### src/rtl/uart_cmd_rx.sv
// 8N1 UART receiver that decodes single-character host commands into one-cycle pulses.
// Latency: ~2+HALF_BIT+9*CLKS_PER_BIT cycles from the start edge; no backpressure, so o_byte must be taken within one frame.
module uart_cmd_rx #(
  parameter int CLKS_PER_BIT = 217,
  parameter int HALF_BIT     = CLKS_PER_BIT / 2
) (
  input  logic       clk,
  input  logic       reset_n,
  input  logic       i_rx_pin,
  output logic [7:0] o_byte,
  output logic       o_byte_valid,
  output logic       o_frame_err,
  output logic       o_cmd_arm,
  output logic       o_cmd_abort,
  output logic       o_cmd_query
);

  localparam int CW = $clog2(CLKS_PER_BIT);
  localparam logic [CW-1:0] C_BIT_LAST  = CW'(CLKS_PER_BIT - 1);
  localparam logic [CW-1:0] C_HALF_LAST = CW'(HALF_BIT - 1);

  typedef enum logic [2:0] {
    S_IDLE,
    S_START,
    S_DATA,
    S_STOP,
    S_WAIT_IDLE
  } state_t;

  state_t          r_state;
  logic            r_rx_meta;
  logic            r_rx_s;
  logic [CW-1:0]   r_cnt;
  logic [2:0]      r_idx;
  logic [7:0]      r_shift;
  logic [7:0]      r_byte;
  logic            r_byte_valid;
  logic            r_frame_err;
  logic            r_cmd_arm;
  logic            r_cmd_abort;
  logic            r_cmd_query;

  logic            w_is_arm;
  logic            w_is_abort;
  logic            w_is_query;

  assign w_is_arm   = (r_shift == 8'h41) || (r_shift == 8'h61);
  assign w_is_abort = (r_shift == 8'h58) || (r_shift == 8'h78);
  assign w_is_query = (r_shift == 8'h3F);

  // Synchroniser resets to the idle (high) level so reset release never looks like a start edge.
  always_ff @(posedge clk or negedge reset_n) begin
    if (!reset_n) begin
      r_rx_meta <= 1'b1;
      r_rx_s    <= 1'b1;
    end else begin
      r_rx_meta <= i_rx_pin;
      r_rx_s    <= r_rx_meta;
    end
  end

  always_ff @(posedge clk or negedge reset_n) begin
    if (!reset_n) begin
      r_state      <= S_IDLE;
      r_cnt        <= '0;
      r_idx        <= '0;
      r_shift      <= '0;
      r_byte       <= '0;
      r_byte_valid <= 1'b0;
      r_frame_err  <= 1'b0;
      r_cmd_arm    <= 1'b0;
      r_cmd_abort  <= 1'b0;
      r_cmd_query  <= 1'b0;
    end else begin
      r_byte_valid <= 1'b0;
      r_frame_err  <= 1'b0;
      r_cmd_arm    <= 1'b0;
      r_cmd_abort  <= 1'b0;
      r_cmd_query  <= 1'b0;
      case (r_state)
        S_IDLE: begin
          if (!r_rx_s) begin
            r_state <= S_START;
            r_cnt   <= '0;
          end
        end
        S_START: begin
          if (r_cnt == C_HALF_LAST) begin
            r_cnt <= '0;
            r_idx <= '0;
            r_state <= r_rx_s ? S_IDLE : S_DATA;
          end else begin
            r_cnt <= r_cnt + 1'b1;
          end
        end
        S_DATA: begin
          if (r_cnt == C_BIT_LAST) begin
            r_cnt          <= '0;
            r_shift[r_idx] <= r_rx_s;
            if (r_idx == 3'd7) begin
              r_state <= S_STOP;
            end else begin
              r_idx <= r_idx + 1'b1;
            end
          end else begin
            r_cnt <= r_cnt + 1'b1;
          end
        end
        S_STOP: begin
          if (r_cnt == C_BIT_LAST) begin
            r_cnt <= '0;
            if (r_rx_s) begin
              r_byte       <= r_shift;
              r_byte_valid <= 1'b1;
              r_cmd_arm    <= w_is_arm;
              r_cmd_abort  <= w_is_abort;
              r_cmd_query  <= w_is_query;
              r_state      <= S_IDLE;
            end else begin
              r_frame_err <= 1'b1;
              r_state     <= S_WAIT_IDLE;
            end
          end else begin
            r_cnt <= r_cnt + 1'b1;
          end
        end
        S_WAIT_IDLE: begin
          if (r_rx_s) begin
            r_state <= S_IDLE;
          end
        end
        default: r_state <= S_IDLE;
      endcase
    end
  end

  assign o_byte       = r_byte;
  assign o_byte_valid = r_byte_valid;
  assign o_frame_err  = r_frame_err;
  assign o_cmd_arm    = r_cmd_arm;
  assign o_cmd_abort  = r_cmd_abort;
  assign o_cmd_query  = r_cmd_query;

endmodule

### config.mk
export PLATFORM = sky130hd
export DESIGN_NAME = uart_cmd_rx
export DESIGN_NICKNAME = d
export VERILOG_FILES = /design/src/rtl/uart_cmd_rx.sv
export SDC_FILE = /design/constraint.sdc
export NUM_CORES = 1
export LEC_CHECK = 0
export ABC_CLOCK_PERIOD_IN_PS = 2500
export CELL_PAD_IN_SITES_DETAIL_PLACEMENT = 0
export CELL_PAD_IN_SITES_GLOBAL_PLACEMENT = 1
export CORE_AREA = 2 2 62 94
export CTS_BUF_LIST = sky130_fd_sc_hd__clkbuf_2
export DETAILED_ROUTE_END_ITERATION = 10
export DIE_AREA = 0 0 64 96
export HOLD_SLACK_MARGIN = 0.1
export PLACE_DENSITY_LB_ADDON = 0.1
export SYNTH_ARGS = -nofsm -noshare
export SYNTH_HDL_FRONTEND = slang
export SYNTH_SLANG_ARGS = --single-unit
### constraint.sdc
create_clock -name clk -period 2.5 [get_ports clk]
set_clock_uncertainty 0.05 [all_clocks]
set_input_delay 0.375 -clock clk [delete_from_list [all_inputs] [get_ports clk]]
set_output_delay 0.375 -clock clk [all_outputs]
set_load 0.05 [all_outputs]
# After elaboration in Yosys (flattened, before gate mapping)
# Cells that the tools add are included.
dict set report op_classes {
  n_reduce_logical 12
  add_sub_neg 2
  eq_ne 19
  mux 35
  magnitude_cmp 2
}
# operator n
set ops {}
lappend ops {{== test 8 x 7 -> 1 bit, second input constant} 5}
lappend ops {{two-way mux 3 bit} 10}
lappend ops {{two-way mux 8 bit} 3}
lappend ops {{case mux 8 bit (3 select lines)} 1}
lappend ops {{two-way mux 1 bit} 16}
lappend ops {{case mux 3 bit (5 select lines)} 1}
lappend ops {{!= test 2 bit, second input constant} 7}
lappend ops {{adder 8 x 1 -> 8 bit, second input constant} 1}
lappend ops {{bitwise mux 8 bit} 1}
lappend ops {{== test 8 x 6 -> 1 bit, second input constant} 1}
lappend ops {{== test 8 bit, second input constant} 1}
lappend ops {{== test 3 x 2 -> 1 bit, second input constant} 2}
lappend ops {{== test 3 bit, second input constant} 2}
lappend ops {{case mux 3 bit (2 select lines)} 1}
lappend ops {{AND reduction 6 bit} 1}
lappend ops {{< comparator 3 x 4 -> 1 bit, second input constant} 1}
lappend ops {{AND reduction 2 bit} 2}
lappend ops {{AND reduction 4 bit} 1}
lappend ops {{adder 3 x 1 -> 3 bit, second input constant} 1}
lappend ops {{demux 1 bit (select 3 bit)} 1}
lappend ops {{== test 3 x 1 -> 1 bit, second input constant} 1}
lappend ops {{>= comparator 3 x 1 -> 1 bit, second input constant} 1}
lappend ops {{zero test 3 bit} 1}
lappend ops {{AND reduction 3 bit} 1}
lappend ops {{other kinds (6)} 7}
dict set report totals {
  in_bits 3
  reg_bits 37
  elab_cells 82
  output_inout_bits 13
}

# Depth between registers and ports, before layout
dict set report logic_depth {
  ltp_word 5
  mapped_depth 6
  ltp_nobuf 6
}

# Worst setup path before layout
# No wires, ideal clock.
dict set report synth_path {
  path_kind {reg-to-reg}
  startpoint {reg r_state[0]}
  endpoint {reg r_shift[5]}
  t_required_ps 2322
  path_buffers 1
  setup_time_ps 128
  slack_ps 387
  period_less_slack_ps 2113
  path_stages_with_launch 6
  t_arrival_ps 1936
  cell_sequence {dfrtp_1 > buf_6 > or3b_4 > or4_4 > nor3b_2 > mux2_1}
}
dict set report synth_via {
  elab_chain_len 2
}
# item line_no
set synth_lines {}
lappend synth_lines {{start, declared} 30} ;# state_t r_state;
lappend synth_lines {{start signal, assigned} 91} ;# r_state <= r_rx_s ? S_IDLE : S_DATA;
lappend synth_lines {{== test 3 x 2 -> 1 bit} 80} ;# case (r_state)
lappend synth_lines {{AND reduction 2 bit (no line)} -}
lappend synth_lines {{end signal, assigned by index} 99} ;# r_shift[r_idx] <= r_rx_s;
lappend synth_lines {{end, declared} 35} ;# logic [7:0] r_shift;
# No other way between the ends.
# A chain may end at the register's enable or synchronous reset.

# Worst setup path in the final report
dict set report layout_path {
  startpoint {reg r_state[0]}
  endpoint {reg r_shift[1]}
}
# The elaborated chain is that of the path after synthesis.

==> impl_metrics.json <==
{
  "crit_path_end_kind": "flip-flop",
  "avgSynthCellArea_sq_um": 11.01,
  "relSlewSlack_pct": 44.90,
  "synth.most_common_cell": "dfrtp_1",
  "regToRegStartpoint": "r_state[0]$_DFFE_PN0P_",
  "grt_pass1_vias": 1421,
  "yosys_warnings": 0,
  "num_io_pins": 16,
  "grt_pass1_wl_mm": 6.865,
  "use_met1_pct": 15.14,
  "finalCritPeriodShare_pct": 88.71,
  "area_growth_pct": 14.88,
  "reg2reg_depth": 4,
  "arrival_ps": 2440,
  "start_util_pct": 34.11,
  "hold_depth": 0,
  "first_pass_iters": 4,
  "drv_slew": 0,
  "ys_top_cells_by_area": "dfrtp_1, mux2_2, nand2_1",
  "fin_crit_ps": 2218,
  "synthTopCellsByCount": "dfrtp_1, nand2_1, mux2_2",
  "clock_latency_ps": 370,
  "drtIter0Drc": 68,
  "rsz0062_at_grt": "false",
  "clock-sinks": 37,
  "die_w_um": 64,
  "met2_usage_pct": 27.43,
  "cts_inserted_buffers": 5,
  "die_area_sq_um": 6144,
  "setup_viol_count_final": 0,
  "critical_path.max_fanout": 9,
  "cp.required_ps": 2720,
  "drtAntennaViolNets": 0,
  "synth_flop_cell": "dfrtp_1",
  "hold_end": "r_rx_s$_DFF_PN1_",
  "timing_worst_setup_path_type": "flip-flop to flip-flop",
  "fin_nets": 193,
  "antenna_found_initial": 0,
  "post_cts_resize_count": 0,
  "core-area_sq_um": 5326,
  "portBuffers": 15,
  "synth-async-reset-ratio_pct": 100.0,
  "syn-num-nets": 172,
  "grt_max_degree": 38,
  "use_met3_pct": 3.158,
  "final_hold_viol_count": 0,
  "viasPerCell": 5.344,
  "slowest_delay_ps": 570,
  "fp.dieH_um": 96,
  "cp_cell_sequence": "or3b_4 -> or4_4 -> nor3_1 -> mux2_1",
  "ys_seq_area_share_pct": 51.10,
  "pwr_density_cell_nw_per_um2": 421.4,
  "rows": 33,
  "yosys.area.top_type": "dfrtp_1",
  "overflow": 0,
  "antenna_cells": 0,
  "cts_tree": "yes",
  "r2r_setup_slack_ps": 280,
  "path_clk_slew_ps": 190,
  "status": "completed",
  "htree_levels": 2,
  "synth_edf_count": 0,
  "ys_ff_latch": 37,
  "synthCells": 165,
  "netlist_area_sq_um": 1817,
  "nFillCells": 524,
  "grt-busiest-layer": "met2",
  "drive_above_1_share_pct": 19.89,
  "tightestPinTransition_ps": 826.5,
  "hp-start": "r_rx_meta$_DFF_PN1_",
  "dp_hpwl_mm": 2.906,
  "place_ws_ps": 318.5,
  "vias": 1368,
  "wire_per_inst_um": 15.24,
  "fmax_ghz": 0.4509,
  "synth_top_area_share_pct": 48.21,
  "crit_path_top_delay_cell": "or4_4",
  "gp_congestion": 0.8548,
  "totalWireLength_mm": 3.902,
  "setup_tns_ps": 0,
  "fin_ws_ps": 282.3,
  "grt_usage_pct": 14.73,
  "irDropWorstVdd_uv": 171.2,
  "worstSetupStartpointType": "flip-flop",
  "drcViolationCount": 0,
  "cts.path.max_buffers": 2,
  "p_leak_nw": 0.8839,
  "drv_cap": 0,
  "r2r_end": "r_shift[1]$_DFFE_PN0P_",
  "ys_types": 42,
  "root_buffer": "clkbuf_2",
  "hold_path.class": "flip-flop to flip-flop"
}
==> worst max path at each step <==
stage	startpoint	end	slack [ps]	depth (start not counted)
after detailed placement	r_state[0]$_DFFE_PN0P_	r_shift[5]$_DFFE_PN0P_	320	4
after global placement	r_state[0]$_DFFE_PN0P_	r_shift[1]$_DFFE_PN0P_	320	4
final	r_state[0]$_DFFE_PN0P_	r_shift[1]$_DFFE_PN0P_	280	4
after CTS	r_state[0]$_DFFE_PN0P_	r_shift[1]$_DFFE_PN0P_	280	4
after floorplan	r_state[0]$_DFFE_PN0P_	r_shift[5]$_DFFE_PN0P_	390	5
after global routing	r_cnt[0]$_DFFE_PN0P_	o_cmd_arm$_DFF_PN0_	130	6
==> metal layers <==
metal	share of wire (%)	routed length, um
met1	38	1496
met2	55	2160
met3	2.4	92
met4	3.9	153
met5	0	0
==> logic make-up after synthesis <==
| kind of cell | after synthesis | share of synthesized area, % |
|---|---|---|
| DFF | 37 | 51.10 |
| buffers and inverters | 10 | 2.824 |
| and+or+nand+nor | 67 | 22.04 |
| AOI/OAI and AO/OA | 30 | 10.74 |
| adders and majority gates | 4 | 2.755 |
| muxes | 17 | 10.54 |
==> report_power, final <==
group	internal [W]	leakage (nW)	switching, W
clock	0.0000654	0.0265	0.000192
combinational	0.00000409	0.362	0.0000147
sequential	0.000602	0.495	0.000000992
total	0.000672	0.884	0.000208
==> final cells by class <==
type                       count  area (sq um)  share of cell area [%]
sequential                    37         928.4                   44.48
timing repair buffer          20         185.2                   8.873
inverter                       4         15.01                  0.7194
tap                           70         87.58                   4.197
clock inverter                 1         3.754                  0.1799
multi-input combinational    118         837.1                   40.11
clock buffer                   6         30.03                   1.439
==> critical path, delay by kind of cell, from the launching register on <==
family / cells / cell delay, ps
flops: 1 / 500
mux: 1 / 340
simple gates: 3 / 1230
==> flip-flops by register name, indices dropped and copies added, names as in the netlist <==
signal	flops
o_byte	8
r_cnt	8
r_shift	8
r_idx	3
r_state	3
o_byte_valid	1
o_cmd_abort	1
o_cmd_arm	1
o_cmd_query	1
o_frame_err	1
r_rx_meta	1
r_rx_s	1
==> what timing repair did <==
action / 4_1_cts / 5_1_grt
hold endpoints to repair: 35 / 0
hold buffers: 1 / 0
buffers inserted: 0 / 0
==> metrics by stage <==
step / hold WS [ps] / power (W) / std cells / utilization [%] / instance area [sq um]
2_1_floorplan: 29.41 / 0.0006156 / 165 / - / 1817
5_1_grt: 296.3 / 0.0009237 / 256 / 39.18 / 2087
3_3_place_gp: 297.0 / 0.0006323 / 248 / 38.36 / 2043
6_report: 323.1 / 0.0008795 / 256 / 39.18 / 2087
4_1_cts: 312.5 / 0.0008967 / 256 / 39.18 / 2087
3_5_place_dp: 304.2 / 0.0006327 / 248 / 38.36 / 2043
==> placed cells by master, fill, tap and decap left out, types with 2 or more instances in the layout <==
cell type / count
nand2_1: 18
nor3b_2: 2
clkbuf_2: 6
ha_1: 4
or3b_2: 2
clkdlybuf4s50_1: 14
nor2b_1: 2
nand2b_1: 2
a22o_1: 3
nor2_1: 11
o21ai_0: 10
buf_4: 4
nand3_1: 5
inv_1: 4
nand3b_1: 2
nor4_1: 4
mux2_2: 14
dfstp_2: 2
mux2_1: 3
a21oi_1: 5
o211ai_1: 6
nand4_1: 2
nor3_1: 6
dfrtp_1: 35
Power figures use the tool's default switching activity.
